## config.mk

```make
export PLATFORM = sky130hd
export DESIGN_NAME = mem_arbiter
export DESIGN_NICKNAME = d
export VERILOG_FILES = /design/src/rtl/mem_arb_pkg.sv /design/src/rtl/rr_arbiter.sv /design/src/rtl/mem_arbiter.sv
export SDC_FILE = /design/constraint.sdc
export NUM_CORES = 1
export LEC_CHECK = 0
export BUFFER_PORTS_ARGS = -buffer_cell sky130_fd_sc_hd__buf_2
export CAP_MARGIN = 20
export CORE_AREA = 2 2 260 160
export CTS_BUF_LIST = sky130_fd_sc_hd__clkbuf_8
export DETAILED_ROUTE_END_ITERATION = 10
export DIE_AREA = 0 0 262 162
export PLACE_DENSITY = 0.64
export SLEW_MARGIN = 20
export SYNTH_ARGS = -nofsm -noshare
export SYNTH_HDL_FRONTEND = slang
export SYNTH_SLANG_ARGS = --single-unit
```

## constraint.sdc

```tcl
create_clock -name clockIn -period 4.4 [get_ports clockIn]
set_input_delay 0.66 -clock clockIn [delete_from_list [all_inputs] [get_ports clockIn]]
set_output_delay 0.66 -clock clockIn [all_outputs]
set_load 0.05 [all_outputs]
```

## src/rtl/mem_arb_pkg.sv

```systemverilog
// Shared definitions for the byte-serial memory arbiter.
//   state_t      controller states; IOWAIT and GAP are sub-states of XFER
//   IO_SEL       value of the address select field that marks an IO byte
//   IO_ADDR_LSB  lowest bit of the two-bit IO select field in a byte address
package mem_arb_pkg;

    typedef enum logic [2:0] {
        IDLE   = 3'd0,
        XFER   = 3'd1,
        IOWAIT = 3'd2,
        GAP    = 3'd3,
        DRAIN  = 3'd4,
        RESP   = 3'd5
    } state_t;

    localparam logic [1:0] IO_SEL      = 2'b11;
    localparam int         IO_ADDR_LSB = 16;

endpackage

```

## src/rtl/rr_arbiter.sv

```systemverilog
// Round-robin grant selection.
//   valid      per-channel request vector
//   ptr        channel with highest priority this cycle
//   grant      one-hot grant: first valid channel at or after ptr (wrapping)
//   grant_idx  binary index of the granted channel (0 when none)
//   any        at least one channel is valid
module rr_arbiter #(
    parameter int NUM_CH = 2,
    parameter int PTR_W  = 1
) (
    input  logic [NUM_CH-1:0] valid,
    input  logic [PTR_W-1:0]  ptr,
    output logic [NUM_CH-1:0] grant,
    output logic [PTR_W-1:0]  grant_idx,
    output logic              any
);

    int               idx;
    logic [PTR_W-1:0] idx_p;

    always_comb begin
        grant     = '0;
        grant_idx = '0;
        any       = 1'b0;
        idx       = 0;
        idx_p     = '0;
        for (int i = 0; i < NUM_CH; i++) begin
            idx   = (int'(ptr) + i) % NUM_CH;
            idx_p = PTR_W'(idx);
            if (!any && valid[idx_p]) begin
                grant[idx_p] = 1'b1;
                grant_idx    = idx_p;
                any          = 1'b1;
            end
        end
    end

endmodule

```

## src/rtl/mem_arbiter.sv

```systemverilog
// Byte-serial memory controller shared by NUM_CH requesters over an 8-bit
// RAM/IO bus. One transaction at a time; requesters are served round-robin.
//
// Handshake: a request is taken on the rising edge where reqValid[ch] and
// reqReady[ch] are both 1. reqReady is combinational, is only ever set for the
// single arbitration winner while IDLE, and the request fields must be stable
// while reqValid is high. Completion is a one-cycle respValid[ch] pulse; read
// data is on respData in that same cycle.
//
// Ports:
//   clockIn, resetIn      clock, asynchronous active-low reset
//   readyIn               0 freezes state, byte index and round-robin pointer
//   clearIn               flush: aborts reads of channels set in CLEAR_MASK
//   reqValid/Ready/Write  per-channel request handshake and direction
//   reqLen/Addr/Data      per-channel byte count-1, start address, write data
//   respValid, respData   completion pulse and little-endian read data
//   memIn/Out/Addr/Write  byte bus; memIn returns the byte addressed last cycle
//   ioBufferFull          UART tx buffer full, stalls IO writes
//   busy                  not IDLE
//   debug_state           current controller state
module mem_arbiter
    import mem_arb_pkg::*;
#(
    parameter int                NUM_CH     = 2,
    parameter int                MAX_LEN    = 16,
    parameter int                IO_GAP     = 1,
    parameter logic [NUM_CH-1:0] CLEAR_MASK = 2'b10,
    localparam int               LEN_W      = $clog2(MAX_LEN)
) (
    input  logic                      clockIn,
    input  logic                      resetIn,
    input  logic                      readyIn,
    input  logic                      clearIn,
    input  logic [NUM_CH-1:0]         reqValid,
    output logic [NUM_CH-1:0]         reqReady,
    input  logic [NUM_CH-1:0]         reqWrite,
    input  logic [NUM_CH*LEN_W-1:0]   reqLen,
    input  logic [NUM_CH*32-1:0]      reqAddr,
    input  logic [NUM_CH*8*MAX_LEN-1:0] reqData,
    output logic [NUM_CH-1:0]         respValid,
    output logic [8*MAX_LEN-1:0]      respData,
    input  logic [7:0]                memIn,
    output logic [7:0]                memOut,
    output logic [31:0]               memAddr,
    output logic                      memWrite,
    input  logic                      ioBufferFull,
    output logic                      busy,
    output state_t                    debug_state
);

    localparam int PTR_W = (NUM_CH > 1) ? $clog2(NUM_CH) : 1;
    localparam int GAP_W = (IO_GAP > 1) ? $clog2(IO_GAP) : 1;

    state_t                 state;
    logic [PTR_W-1:0]       rr_ptr;
    logic [PTR_W-1:0]       cur_ch;
    logic                   cur_write;
    logic [LEN_W-1:0]       cur_len;
    logic [31:0]            cur_addr;
    logic [8*MAX_LEN-1:0]   cur_data;
    logic [LEN_W-1:0]       k;
    logic [GAP_W-1:0]       gap_cnt;
    logic                   pend;
    logic [LEN_W-1:0]       pend_idx;
    logic [8*MAX_LEN-1:0]   resp_data;

    // Arbitration; flushable channels sit out while clearIn is high.
    logic [NUM_CH-1:0] arb_valid;
    logic [NUM_CH-1:0] arb_grant;
    logic [PTR_W-1:0]  arb_idx;
    logic              arb_any;
    logic [PTR_W-1:0]  next_ptr;

    assign arb_valid = reqValid & ~({NUM_CH{clearIn}} & CLEAR_MASK);

    rr_arbiter #(
        .NUM_CH (NUM_CH),
        .PTR_W  (PTR_W)
    ) u_rr_arbiter (
        .valid     (arb_valid),
        .ptr       (rr_ptr),
        .grant     (arb_grant),
        .grant_idx (arb_idx),
        .any       (arb_any)
    );

    assign next_ptr = (arb_idx == PTR_W'(NUM_CH - 1)) ? '0 : arb_idx + PTR_W'(1);

    // Request fields of the winning channel.
    logic                 sel_write;
    logic [LEN_W-1:0]     sel_len;
    logic [31:0]          sel_addr;
    logic [8*MAX_LEN-1:0] sel_data;

    always_comb begin
        sel_write = 1'b0;
        sel_len   = '0;
        sel_addr  = '0;
        sel_data  = '0;
        for (int i = 0; i < NUM_CH; i++) begin
            if (arb_idx == PTR_W'(i)) begin
                sel_write = reqWrite[i];
                sel_len   = reqLen[i*LEN_W +: LEN_W];
                sel_addr  = reqAddr[i*32 +: 32];
                sel_data  = reqData[i*8*MAX_LEN +: 8*MAX_LEN];
            end
        end
    end

    // Datapath decode of the current byte.
    logic [31:0] cur_byte_addr;
    logic        cur_io;
    logic        in_xfer;
    logic        io_stall;
    logic        issue;
    logic        abort;

    assign cur_byte_addr = cur_addr + 32'(k);
    assign cur_io        = (cur_byte_addr[IO_ADDR_LSB +: 2] == IO_SEL);
    assign in_xfer       = (state == XFER) || (state == IOWAIT);
    assign io_stall      = cur_write && cur_io && ioBufferFull;
    assign issue         = in_xfer && readyIn && !io_stall;
    // Only reads of flushable channels are aborted, and only while they still
    // have bytes outstanding (XFER or DRAIN). Clear overrides a freeze.
    assign abort         = clearIn && CLEAR_MASK[cur_ch] && !cur_write &&
                           ((state == XFER) || (state == DRAIN));

    assign reqReady    = (state == IDLE && readyIn && resetIn) ? arb_grant : '0;
    assign memWrite    = issue && cur_write;
    assign memAddr     = (in_xfer || state == GAP) ? cur_byte_addr : 32'd0;
    assign memOut      = ((in_xfer || state == GAP) && cur_write) ?
                         cur_data[{k, 3'b000} +: 8] : 8'd0;
    assign respValid   = (state == RESP) ? (NUM_CH'(1) << cur_ch) : '0;
    assign respData    = resp_data;
    assign busy        = (state != IDLE);
    assign debug_state = state;

    always_ff @(posedge clockIn or negedge resetIn) begin
        if (!resetIn) begin
            state     <= IDLE;
            rr_ptr    <= '0;
            cur_ch    <= '0;
            cur_write <= 1'b0;
            cur_len   <= '0;
            cur_addr  <= '0;
            cur_data  <= '0;
            k         <= '0;
            gap_cnt   <= '0;
            pend      <= 1'b0;
            pend_idx  <= '0;
            resp_data <= '0;
        end else begin
            // A byte addressed in the previous active cycle lands now, even if
            // this edge is frozen; that address is never issued again.
            if (pend) begin
                resp_data[{pend_idx, 3'b000} +: 8] <= memIn;
            end
            pend <= 1'b0;

            if (abort) begin
                state     <= IDLE;
                resp_data <= '0;
            end else if (readyIn) begin
                case (state)
                    IDLE: begin
                        if (arb_any) begin
                            cur_ch    <= arb_idx;
                            cur_write <= sel_write;
                            cur_len   <= sel_len;
                            cur_addr  <= sel_addr;
                            cur_data  <= sel_data;
                            k         <= '0;
                            resp_data <= '0;
                            rr_ptr    <= next_ptr;
                            state     <= XFER;
                        end
                    end
                    XFER, IOWAIT: begin
                        if (io_stall) begin
                            state <= IOWAIT;
                        end else begin
                            if (!cur_write) begin
                                pend     <= 1'b1;
                                pend_idx <= k;
                            end
                            // k is held through the gap and advanced on exit.
                            if (cur_write && cur_io && (IO_GAP > 0)) begin
                                gap_cnt <= '0;
                                state   <= GAP;
                            end else if (k == cur_len) begin
                                state <= cur_write ? RESP : DRAIN;
                            end else begin
                                k     <= k + LEN_W'(1);
                                state <= XFER;
                            end
                        end
                    end
                    GAP: begin
                        if (gap_cnt == GAP_W'(IO_GAP - 1)) begin
                            if (k == cur_len) begin
                                state <= RESP;
                            end else begin
                                k     <= k + LEN_W'(1);
                                state <= XFER;
                            end
                        end else begin
                            gap_cnt <= gap_cnt + GAP_W'(1);
                        end
                    end
                    DRAIN:   state <= RESP;
                    RESP:    state <= IDLE;
                    default: state <= IDLE;
                endcase
            end
        end
    end

endmodule

```

==> report_table.html, run 1 <==
<table>
<tr><th>Metric</th><th>Value</th></tr>
<tr><th colspan="2">Logic synthesis</th></tr>
<tr><td>Mean area per synthesized cell</td><td>10.3 um^2</td></tr>
<tr><td>Net count of the mapped netlist</td><td>1886</td></tr>
<tr><td>Most area-consuming cells after synthesis</td><td>dfrtp_1 49%, mux2i_1 18%, o21ai_0 5.6%</td></tr>
<tr><td>Number of enable flip-flop cells after synthesis</td><td>0</td></tr>
<tr><td>Summed instance area of the synthesized netlist</td><td>0.0158 mm^2</td></tr>
<tr><td>Prevailing post-synth register cell</td><td>dfrtp_1</td></tr>
<tr><td>Cells after synthesis</td><td>1532</td></tr>
<tr><td>Count of unique library cells instantiated by Yosys</td><td>62</td></tr>
<tr><td>Proportion of register bits with asynchronous set or reset after synthesis</td><td>1.00</td></tr>
<tr><td>Synthesized flop and latch total</td><td>307</td></tr>
<tr><td>Share of the synthesized area in the top cell type</td><td>0.485</td></tr>
<tr><td>Top cell type by total area after synthesis</td><td>dfrtp_1</td></tr>
<tr><td>Synth warnings</td><td>0</td></tr>
<tr><td>Fraction of the yosys area taken by sequential cells</td><td>0.485</td></tr>
<tr><th colspan="2">Detailed routing</th></tr>
<tr><td>Vias after detailed routing</td><td>13400</td></tr>
<tr><td>Count of nets left with antenna violations after detail routing</td><td>0</td></tr>
<tr><td>Detailed Routing Iterations Pass 1</td><td>5</td></tr>
<tr><td>Via density per instance</td><td>5.17</td></tr>
<tr><td>Violation count after the first detailed-route iteration</td><td>1185</td></tr>
<tr><td>Final Routed Wirelength</td><td>51.8 mm</td></tr>
<tr><td>Remaining DRCs</td><td>0</td></tr>
<tr><td>Drt wl/cell</td><td>20.0 um</td></tr>
<tr><th colspan="2">Clocking</th></tr>
<tr><td>Later-pin clock latency in the skew report</td><td>0.59 ns</td></tr>
<tr><td>H-Tree Depth</td><td>2</td></tr>
<tr><td>Number of setup buffers added after CTS</td><td>0</td></tr>
<tr><td>Total of hold buffers inserted after clock tree synthesis</td><td>0</td></tr>
<tr><td>Number of gates resized after cts</td><td>0</td></tr>
<tr><td>Sinks on the clock net</td><td>307</td></tr>
<tr><td>Cell chosen for the clock root</td><td>clkbuf_8</td></tr>
<tr><td>Max Buffers Root-to-Sink</td><td>3</td></tr>
<tr><td>CTS buffer count</td><td>49</td></tr>
<tr><td>Clock transition at the register clock pins on the worst setup and hold paths after CTS</td><td>0.07 ns</td></tr>
<tr><td>Clock tree from TritonCTS</td><td>done</td></tr>
<tr><th colspan="2">STA</th></tr>
<tr><td>Setup violation total in the final timing report</td><td>0</td></tr>
<tr><td>Unrepaired setup endpoints after global routing</td><td>no</td></tr>
<tr><td>Number of max-slew violations in the final report</td><td>0</td></tr>
<tr><td>Post-route minimum period</td><td>4.09 ns</td></tr>
<tr><td>Largest clock skew in the final design</td><td>0.0263 ns</td></tr>
<tr><td>Maximum achievable frequency</td><td>245 MHz</td></tr>
<tr><td>Final hold violation count</td><td>0</td></tr>
<tr><td>Fraction of the cycle the final worst path needs</td><td>0.929</td></tr>
<tr><td>Sum of negative setup slack</td><td>0 ns</td></tr>
<tr><td>Transition time at the pin with the least slew margin</td><td>1.11 ns</td></tr>
<tr><td>Worst rel slew slack</td><td>0.257</td></tr>
<tr><th colspan="2">Worst setup path</th></tr>
<tr><td>Longest individual stage delay on the worst path</td><td>0.45 ns</td></tr>
<tr><td>Worst r2r src</td><td>k[1]</td></tr>
<tr><td>Crit-path cells</td><td>buf_4 -&gt; fa_1 -&gt; a21oi_1 -&gt; o31ai_4 -&gt; and3_1 -&gt; nand4_1 -&gt; xor2_1 -&gt; nor2_1 -&gt; buf_2</td></tr>
<tr><td>Launching instance or port of the critical path</td><td>k[1]</td></tr>
<tr><td>Critical Setup Path Class</td><td>flop to output pin</td></tr>
<tr><td>CP endpoint kind</td><td>output pin</td></tr>
<tr><td>Type of origin of the critical path</td><td>flop</td></tr>
<tr><td>Largest fanout of any net on the critical path</td><td>35</td></tr>
<tr><td>Required time at the worst-slack endpoint</td><td>3.74 ns</td></tr>
<tr><td>Highest-delay cell along the critical path</td><td>buf_4</td></tr>
<tr><td>CP arrival</td><td>3.43 ns</td></tr>
<tr><th colspan="2">Global route</th></tr>
<tr><td>Global-route usage over all layers</td><td>0.241</td></tr>
<tr><td>Number of global-route vias before repair</td><td>13100</td></tr>
<tr><td>First-pass GRT wire length</td><td>77.7 mm</td></tr>
<tr><td>Initial antenna violation count</td><td>2</td></tr>
<tr><td>Overflow left after global routing</td><td>0</td></tr>
<tr><td>Largest net degree at the start of global routing</td><td>323</td></tr>
<tr><th colspan="2">Pwr</th></tr>
<tr><td>Final Power</td><td>13600 uW</td></tr>
<tr><td>Cell Pwr Density</td><td>683 mW/mm^2</td></tr>
<tr><td>Leakage power of the design</td><td>0.0104 uW</td></tr>
<tr><td>Worst vdd rail ir drop</td><td>418 uV</td></tr>
<tr><th colspan="2">Finish</th></tr>
<tr><td>Most common cell after layout, fill and taps aside</td><td>buf_2</td></tr>
<tr><td>Proportion of layout cells with a drive suffix above 1</td><td>0.330</td></tr>
<tr><td>Top library cells by usage in the layout, fill and taps aside</td><td>520 x buf_2, 305 x dfrtp_1, 291 x mux2i_1</td></tr>
<tr><td>Number of nets in the final layout</td><td>2367</td></tr>
<tr><td>Combined area of the multi-input logic cells</td><td>0.00765 mm^2</td></tr>
<tr><td>FF+latch area</td><td>0.00768 mm^2</td></tr>
<tr><td>Number of inserted filler cells in the final layout</td><td>3709</td></tr>
<tr><td>Synth-to-Final Area Change</td><td>25.9%</td></tr>
<tr><th colspan="2">Floorplan</th></tr>
<tr><td>Core region area</td><td>0.0399 mm^2</td></tr>
<tr><td>Die Footprint</td><td>0.0424 mm^2</td></tr>
<tr><td>Site Rows</td><td>57</td></tr>
<tr><td>Initial Util</td><td>0.396</td></tr>
<tr><td>Vertical die dimension</td><td>162 um</td></tr>
<tr><td>Ports</td><td>522</td></tr>
<tr><td>Die outline width</td><td>262 um</td></tr>
<tr><th colspan="2">Flow run</th></tr>
<tr><td>Total of max-cap violations</td><td>0</td></tr>
<tr><th colspan="2">Outcome</th></tr>
<tr><td>Result of the run</td><td>complete, no violations</td></tr>
<tr><th colspan="2">Place</th></tr>
<tr><td>Total half-perimeter wirelength after legalization and detailed placement</td><td>39.1 mm</td></tr>
<tr><td>PortBufs</td><td>521</td></tr>
<tr><td>RD Place Congestion</td><td>0.898</td></tr>
<tr><th colspan="2">Hold path</th></tr>
<tr><td>HP Class</td><td>input pin to asynchronous set/reset pin</td></tr>
</table>
-- state kept, by name, indices dropped and copies added (netlist names), 3 cells and up --
signal,flops
cur_data,128
respData,128
cur_addr,32
cur_len,4
k,4
pend_idx,4
debug_state,3
-- cell families (layout without fill, tap and decap cells) --
| group | after synthesis | count (layout) | share of synthesized area |
|---|---|---|---|
| AND/OR/NAND/NOR | 507 | 507 | 0.137 |
| multiplexers | 333 | 333 | 0.242 |
| flip-flops | 307 | 307 | 0.485 |
| AO/OA/AOI/OAI | 222 | 222 | 0.0790 |
| buffers and inverters | 124 | 643 | 0.0324 |
| XOR/XNOR | 30 | 30 | 0.0166 |
| adder cells (fa/ha/maj) | 9 | 9 | 0.00759 |
| other | 0 | 2 | 0 |
-- worst paths after layout --
kind,endpoint,cells past startpoint,slack (ns)
setup / recovery,memAddr[20],9,0.31
hold / removal,cur_data[49],1,0.01
setup reg to reg,k[0],8,1.55
hold reg to reg,cur_data[78],2,0.48
max in group asynchronous,respData[83],2,3.13
min in group clockIn,cur_data[41],3,0.35
-- routing by layer --
metal | vias up | share of wire | routed length [um] | track usage
met4 | 0 | 0.020 | 1050 | 0.0580
met2 | 504 | 0.44 | 22800 | 0.359
met3 | 70 | 0.078 | 4050 | 0.0543
li1 | 6281 | - | - | -
met1 | 6513 | 0.46 | 23900 | 0.357
met5 | - | 0 | 0 | 0
-- critical path: cells and delay by family, from the launching register on --
family | cells | cell delay, ns
fa+ha+maj | 1 | 0.33
buf+inv | 2 | 0.75
compound gates | 2 | 0.50
xor+xnor | 1 | 0.18
simple gates | 3 | 0.73
flops | 1 | 0.36
-- synth_stat cells (3+ instances only) --
cell type,number
a211oi_1,3
a21oi_1,14
and2_1,8
and3_1,11
buf_1,5
buf_2,32
clkbuf_1,67
dfrtp_1,307
ha_1,8
inv_1,17
mux2i_1,291
mux4_2,39
nand2_1,211
nand2b_1,5
nand3_1,29
nand4_1,4
nor2_1,198
nor2_2,5
nor2b_1,5
nor3_1,11
nor3b_1,3
o21ai_0,178
or3_1,5
xnor2_1,15
xor2_1,15
-- where the power goes --
group          internal (uW)  leakage [uW]  switching, uW
Clock                   1450      0.000596           1210
Combinational           1970       0.00583           4320
Sequential              3810       0.00401            824
Total                   7240        0.0104           6360
-- metrics by stage --
step,util,instance area (um^2),worst slack (ns),hold slack (ns),cells
final,0.499,19900,0.314,0.00974,2584
after global routing,0.499,19900,0.122,0.0287,2583
after CTS,0.498,19900,0.239,0.0265,2581
after detailed placement,0.472,18800,0.919,0.468,2492
after global placement,0.472,18800,1.02,0.460,2492
after floorplan,-,15800,1.10,0.364,1532
-- final cells by class --
class | instances | area share
diodes | 2 | 0.000251
clock buffers | 59 | 0.0408
clock inverters | 30 | 0.0119
inverters | 18 | 0.00339
multi-input cells | 1101 | 0.384
flip-flops and latches | 307 | 0.386
well taps | 531 | 0.0333
repair buffers | 536 | 0.141
Note: power is estimated with default switching activity, not from simulation.
==> run 2: changes to the inputs <==
--- a/config.mk
+++ b/config.mk
@@ -11,7 +11,7 @@
 export CTS_BUF_LIST = sky130_fd_sc_hd__clkbuf_8
 export DETAILED_ROUTE_END_ITERATION = 10
 export DIE_AREA = 0 0 262 162
-export PLACE_DENSITY = 0.64
+export PLACE_DENSITY = 0.62
 export SLEW_MARGIN = 20
 export SYNTH_ARGS = -nofsm -noshare
 export SYNTH_HDL_FRONTEND = slang
==> run 2 against run 1 <==
Hold slack better by 0.35 ns. Largest cell class unchanged. First-iteration DRC count about the same. Largest power group unchanged. Global-route usage about the same. Utilization fell by 0.13 points. Via count barely moved. Critical path type unchanged. Setup slack worse by 0.064 ns. Sequential share of layout area up 0.097 points. Maximum frequency down 1.5%. Wire length about the same.
==> report_table.html, run 2 (synthesis gave the netlist of run 1 again) <==
<table>
<tr><th>Metric</th><th>Value</th></tr>
<tr><th colspan="2">Outcome</th></tr>
<tr><td>Result of the run</td><td>complete, no violations</td></tr>
<tr><th colspan="2">Worst setup path</th></tr>
<tr><td>Reg2Reg Depth</td><td>8 (unchanged)</td></tr>
<tr><td>Setup slack of the worst register-to-register path</td><td>1.48 ns (-0.07 ns)</td></tr>
<tr><td>Longest individual stage delay on the worst path</td><td>0.49 ns (+0.04 ns)</td></tr>
<tr><td>CP arrival</td><td>3.49 ns (+0.06 ns)</td></tr>
<tr><td>Crit-path cells</td><td>buf_4 -&gt; fa_1 -&gt; a21oi_1 -&gt; o31ai_4 -&gt; and3_1 -&gt; nand4_1 -&gt; xor2_1 -&gt; nor2_1 -&gt; buf_2</td></tr>
<tr><td>CP endpoint kind</td><td>output pin</td></tr>
<tr><td>Critical Setup Path Class</td><td>flop to output pin</td></tr>
<tr><td>Reg-to-reg endpoint</td><td>k[0]</td></tr>
<tr><td>Highest-delay cell along the critical path</td><td>and3_1</td></tr>
<tr><td>Buffers and inverters on the worst path</td><td>2 (unchanged)</td></tr>
<tr><td>Worst r2r src</td><td>k[1]</td></tr>
<tr><td>Type of origin of the critical path</td><td>flop</td></tr>
<tr><td>Required time at the worst-slack endpoint</td><td>3.74 ns (about the same)</td></tr>
<tr><td>Largest fanout of any net on the critical path</td><td>35 (unchanged)</td></tr>
<tr><td>Kind of cell adding the most delay to the critical path</td><td>simple AND/OR/NAND/NOR gates</td></tr>
<tr><th colspan="2">Global route</th></tr>
<tr><td>Met3 global-route usage</td><td>0.0507 (-0.00359)</td></tr>
<tr><td>Met2 track demand over resource</td><td>0.363 (+0.00372)</td></tr>
<tr><td>Overflow left after global routing</td><td>0 (unchanged)</td></tr>
<tr><td>Largest net degree at the start of global routing</td><td>227 (-30%)</td></tr>
<tr><td>Global-route usage over all layers</td><td>0.242 (about the same)</td></tr>
<tr><td>Busiest metal layer after global routing</td><td>met2</td></tr>
<tr><td>Number of global-route vias before repair</td><td>13000 (-0.42%)</td></tr>
<tr><td>Initial antenna violation count</td><td>4 (+2)</td></tr>
<tr><td>Met1 layer usage reported by global route</td><td>0.356 (-0.000915)</td></tr>
<tr><td>First-pass GRT wire length</td><td>77.6 mm (-0.19%)</td></tr>
<tr><th colspan="2">Detailed routing</th></tr>
<tr><td>Via density per instance</td><td>5.17 (about the same)</td></tr>
<tr><td>Detailed Routing Iterations Pass 1</td><td>5 (unchanged)</td></tr>
<tr><td>Vias after detailed routing</td><td>13400 (+0.090%)</td></tr>
<tr><td>Drt wl/cell</td><td>20.0 um (about the same)</td></tr>
<tr><td>Remaining DRCs</td><td>0 (unchanged)</td></tr>
<tr><td>Count of nets left with antenna violations after detail routing</td><td>0 (unchanged)</td></tr>
<tr><td>Violation count after the first detailed-route iteration</td><td>1184 (-0.084%)</td></tr>
<tr><td>Final Routed Wirelength</td><td>51.8 mm (about the same)</td></tr>
<tr><th colspan="2">Finish</th></tr>
<tr><td>Number of nets in the final layout</td><td>2369 (+0.084%)</td></tr>
<tr><td>Most common cell after layout, fill and taps aside</td><td>buf_2</td></tr>
<tr><td>Proportion of layout cells with a drive suffix above 1</td><td>0.331 (+0.000978)</td></tr>
<tr><td>Synth-to-Final Area Change</td><td>25.5%</td></tr>
<tr><td>Final cell count without fillers</td><td>2587 (+0.12%)</td></tr>
<tr><td>Final Instance Area</td><td>0.0199 mm^2 (-0.25%)</td></tr>
<tr><td>Top library cells by usage in the layout, fill and taps aside</td><td>520 x buf_2, 305 x dfrtp_1, 291 x mux2i_1</td></tr>
<tr><th colspan="2">Place</th></tr>
<tr><td>PortBufs</td><td>521 (unchanged)</td></tr>
<tr><td>Total half-perimeter wirelength after legalization and detailed placement</td><td>39.4 mm (+0.89%)</td></tr>
<tr><td>Worst Setup Slack post-DPL</td><td>0.861 ns (-0.0584 ns)</td></tr>
<tr><td>RD Place Congestion</td><td>0.907 (+1.1%)</td></tr>
<tr><td>DP Area</td><td>0.0188 mm^2 (about the same)</td></tr>
<tr><td>Count of placed standard cells including taps</td><td>2494 (+0.080%)</td></tr>
<tr><th colspan="2">Floorplan</th></tr>
<tr><td>Site Rows</td><td>57 (unchanged)</td></tr>
<tr><td>Core region area</td><td>0.0399 mm^2 (unchanged)</td></tr>
<tr><td>Die Footprint</td><td>0.0424 mm^2 (unchanged)</td></tr>
<tr><td>Vertical die dimension</td><td>162 um (unchanged)</td></tr>
<tr><td>Die outline width</td><td>262 um (unchanged)</td></tr>
<tr><td>Initial Util</td><td>0.396 (unchanged)</td></tr>
<tr><td>Ports</td><td>522 (unchanged)</td></tr>
<tr><th colspan="2">Clocking</th></tr>
<tr><td>Clock tree from TritonCTS</td><td>done</td></tr>
<tr><td>H-Tree Depth</td><td>2 (unchanged)</td></tr>
<tr><td>Number of setup buffers added after CTS</td><td>0 (unchanged)</td></tr>
<tr><td>Cell chosen for the clock root</td><td>clkbuf_8</td></tr>
<tr><td>CTS buffer count</td><td>49 (unchanged)</td></tr>
<tr><td>Number of gates resized after cts</td><td>0 (unchanged)</td></tr>
<tr><td>Total of hold buffers inserted after clock tree synthesis</td><td>1 (+1)</td></tr>
<tr><td>Max Buffers Root-to-Sink</td><td>3 (unchanged)</td></tr>
<tr><td>Clock transition at the register clock pins on the worst setup and hold paths after CTS</td><td>0.06 ns (about the same)</td></tr>
<tr><td>Later-pin clock latency in the skew report</td><td>0.58 ns (about the same)</td></tr>
<tr><td>Sinks on the clock net</td><td>307 (unchanged)</td></tr>
<tr><th colspan="2">STA</th></tr>
<tr><td>Number of max-slew violations in the final report</td><td>0 (unchanged)</td></tr>
<tr><td>Fraction of the cycle the final worst path needs</td><td>0.943 (+0.0146)</td></tr>
<tr><td>Final hold violation count</td><td>0 (unchanged)</td></tr>
<tr><td>Post-route minimum period</td><td>4.15 ns (+0.0642 ns)</td></tr>
<tr><td>Unrepaired setup endpoints after global routing</td><td>no</td></tr>
<tr><td>Setup violation total in the final timing report</td><td>0 (unchanged)</td></tr>
<tr><td>Worst rel slew slack</td><td>0.269 (+0.0119)</td></tr>
<tr><td>Sum of negative setup slack</td><td>0 ns (unchanged)</td></tr>
<tr><td>Largest clock skew in the final design</td><td>0.0285 ns (+0.00214 ns)</td></tr>
<tr><td>Maximum achievable frequency</td><td>241 MHz (-1.5%)</td></tr>
<tr><td>Transition time at the pin with the least slew margin</td><td>1.09 ns (-0.0177 ns)</td></tr>
<tr><td>Final setup margin</td><td>0.249 ns (-0.0642 ns)</td></tr>
<tr><td>Final hold slack</td><td>0.357 ns (+0.348 ns)</td></tr>
<tr><th colspan="2">Pwr</th></tr>
<tr><td>Cell Pwr Density</td><td>676 mW/mm^2 (-1.0%)</td></tr>
<tr><td>Worst vdd rail ir drop</td><td>435 uV (+4.0%)</td></tr>
<tr><td>Leakage power of the design</td><td>0.0104 uW (-0.26%)</td></tr>
<tr><th colspan="2">Flow run</th></tr>
<tr><td>Total of max-cap violations</td><td>0 (unchanged)</td></tr>
<tr><th colspan="2">Hold path</th></tr>
<tr><td>Hold Path Origin</td><td>reqData[183]</td></tr>
<tr><td>HP Class</td><td>input pin to flop</td></tr>
<tr><td>Hold path endpoint</td><td>cur_data[55]</td></tr>
<tr><td>Hold Path Depth</td><td>3</td></tr>
</table>
run 2: metal layers:
layer,part of all wire,wire (um),vias up
met1,0.46,23800,6525
met3,0.075,3900,80
met4,0.023,1210,0
met5,0,0,-
li1,-,-,6299
met2,0.44,22900,476
run 2: how the worst max path moves through the flow:
stage                startpoint     endpoint  slack, ns  cells after the start
global route               k[1]  memAddr[20]       0.04                      9
finish                     k[1]  memAddr[20]       0.25                      9
floorplan           reqValid[1]  reqReady[0]       1.10                      6
detailed placement         k[1]  memAddr[30]       0.86                      9
CTS                        k[1]  memAddr[20]       0.18                      9
global placement           k[1]  memAddr[20]       0.93                      9
run 2: worst min-delay path: stages:
cell,delay (ns)
buf_2,0.07
mux2i_1,0.05
o21ai_0,0.12
run 2: cell type report:
type / instances / area, um^2
fillers: 3735 / 20100
flip-flops and latches: 307 / 7680
multi-input cells: 1101 / 7650
repair buffers: 538 / 2790
clock buffers: 65 / 895
well taps: 531 / 664
clock inverters: 25 / 119
inverters: 18 / 67.6
diodes: 2 / 5.00
run 2: where the power goes:
group | internal, uW | total [uW] | switching [uW]
clock network | 1320 | 2500 | 1180
registers | 3810 | 4620 | 805
logic | 1970 | 6310 | 4340
run 2: per-stage QoR:
step / power, uW / util
final: 13400 / 0.498
after global routing: 14300 / 0.498
after CTS: 13500 / 0.497
after detailed placement: 11000 / 0.472
after global placement: 10800 / 0.472
after floorplan: 9010 / -
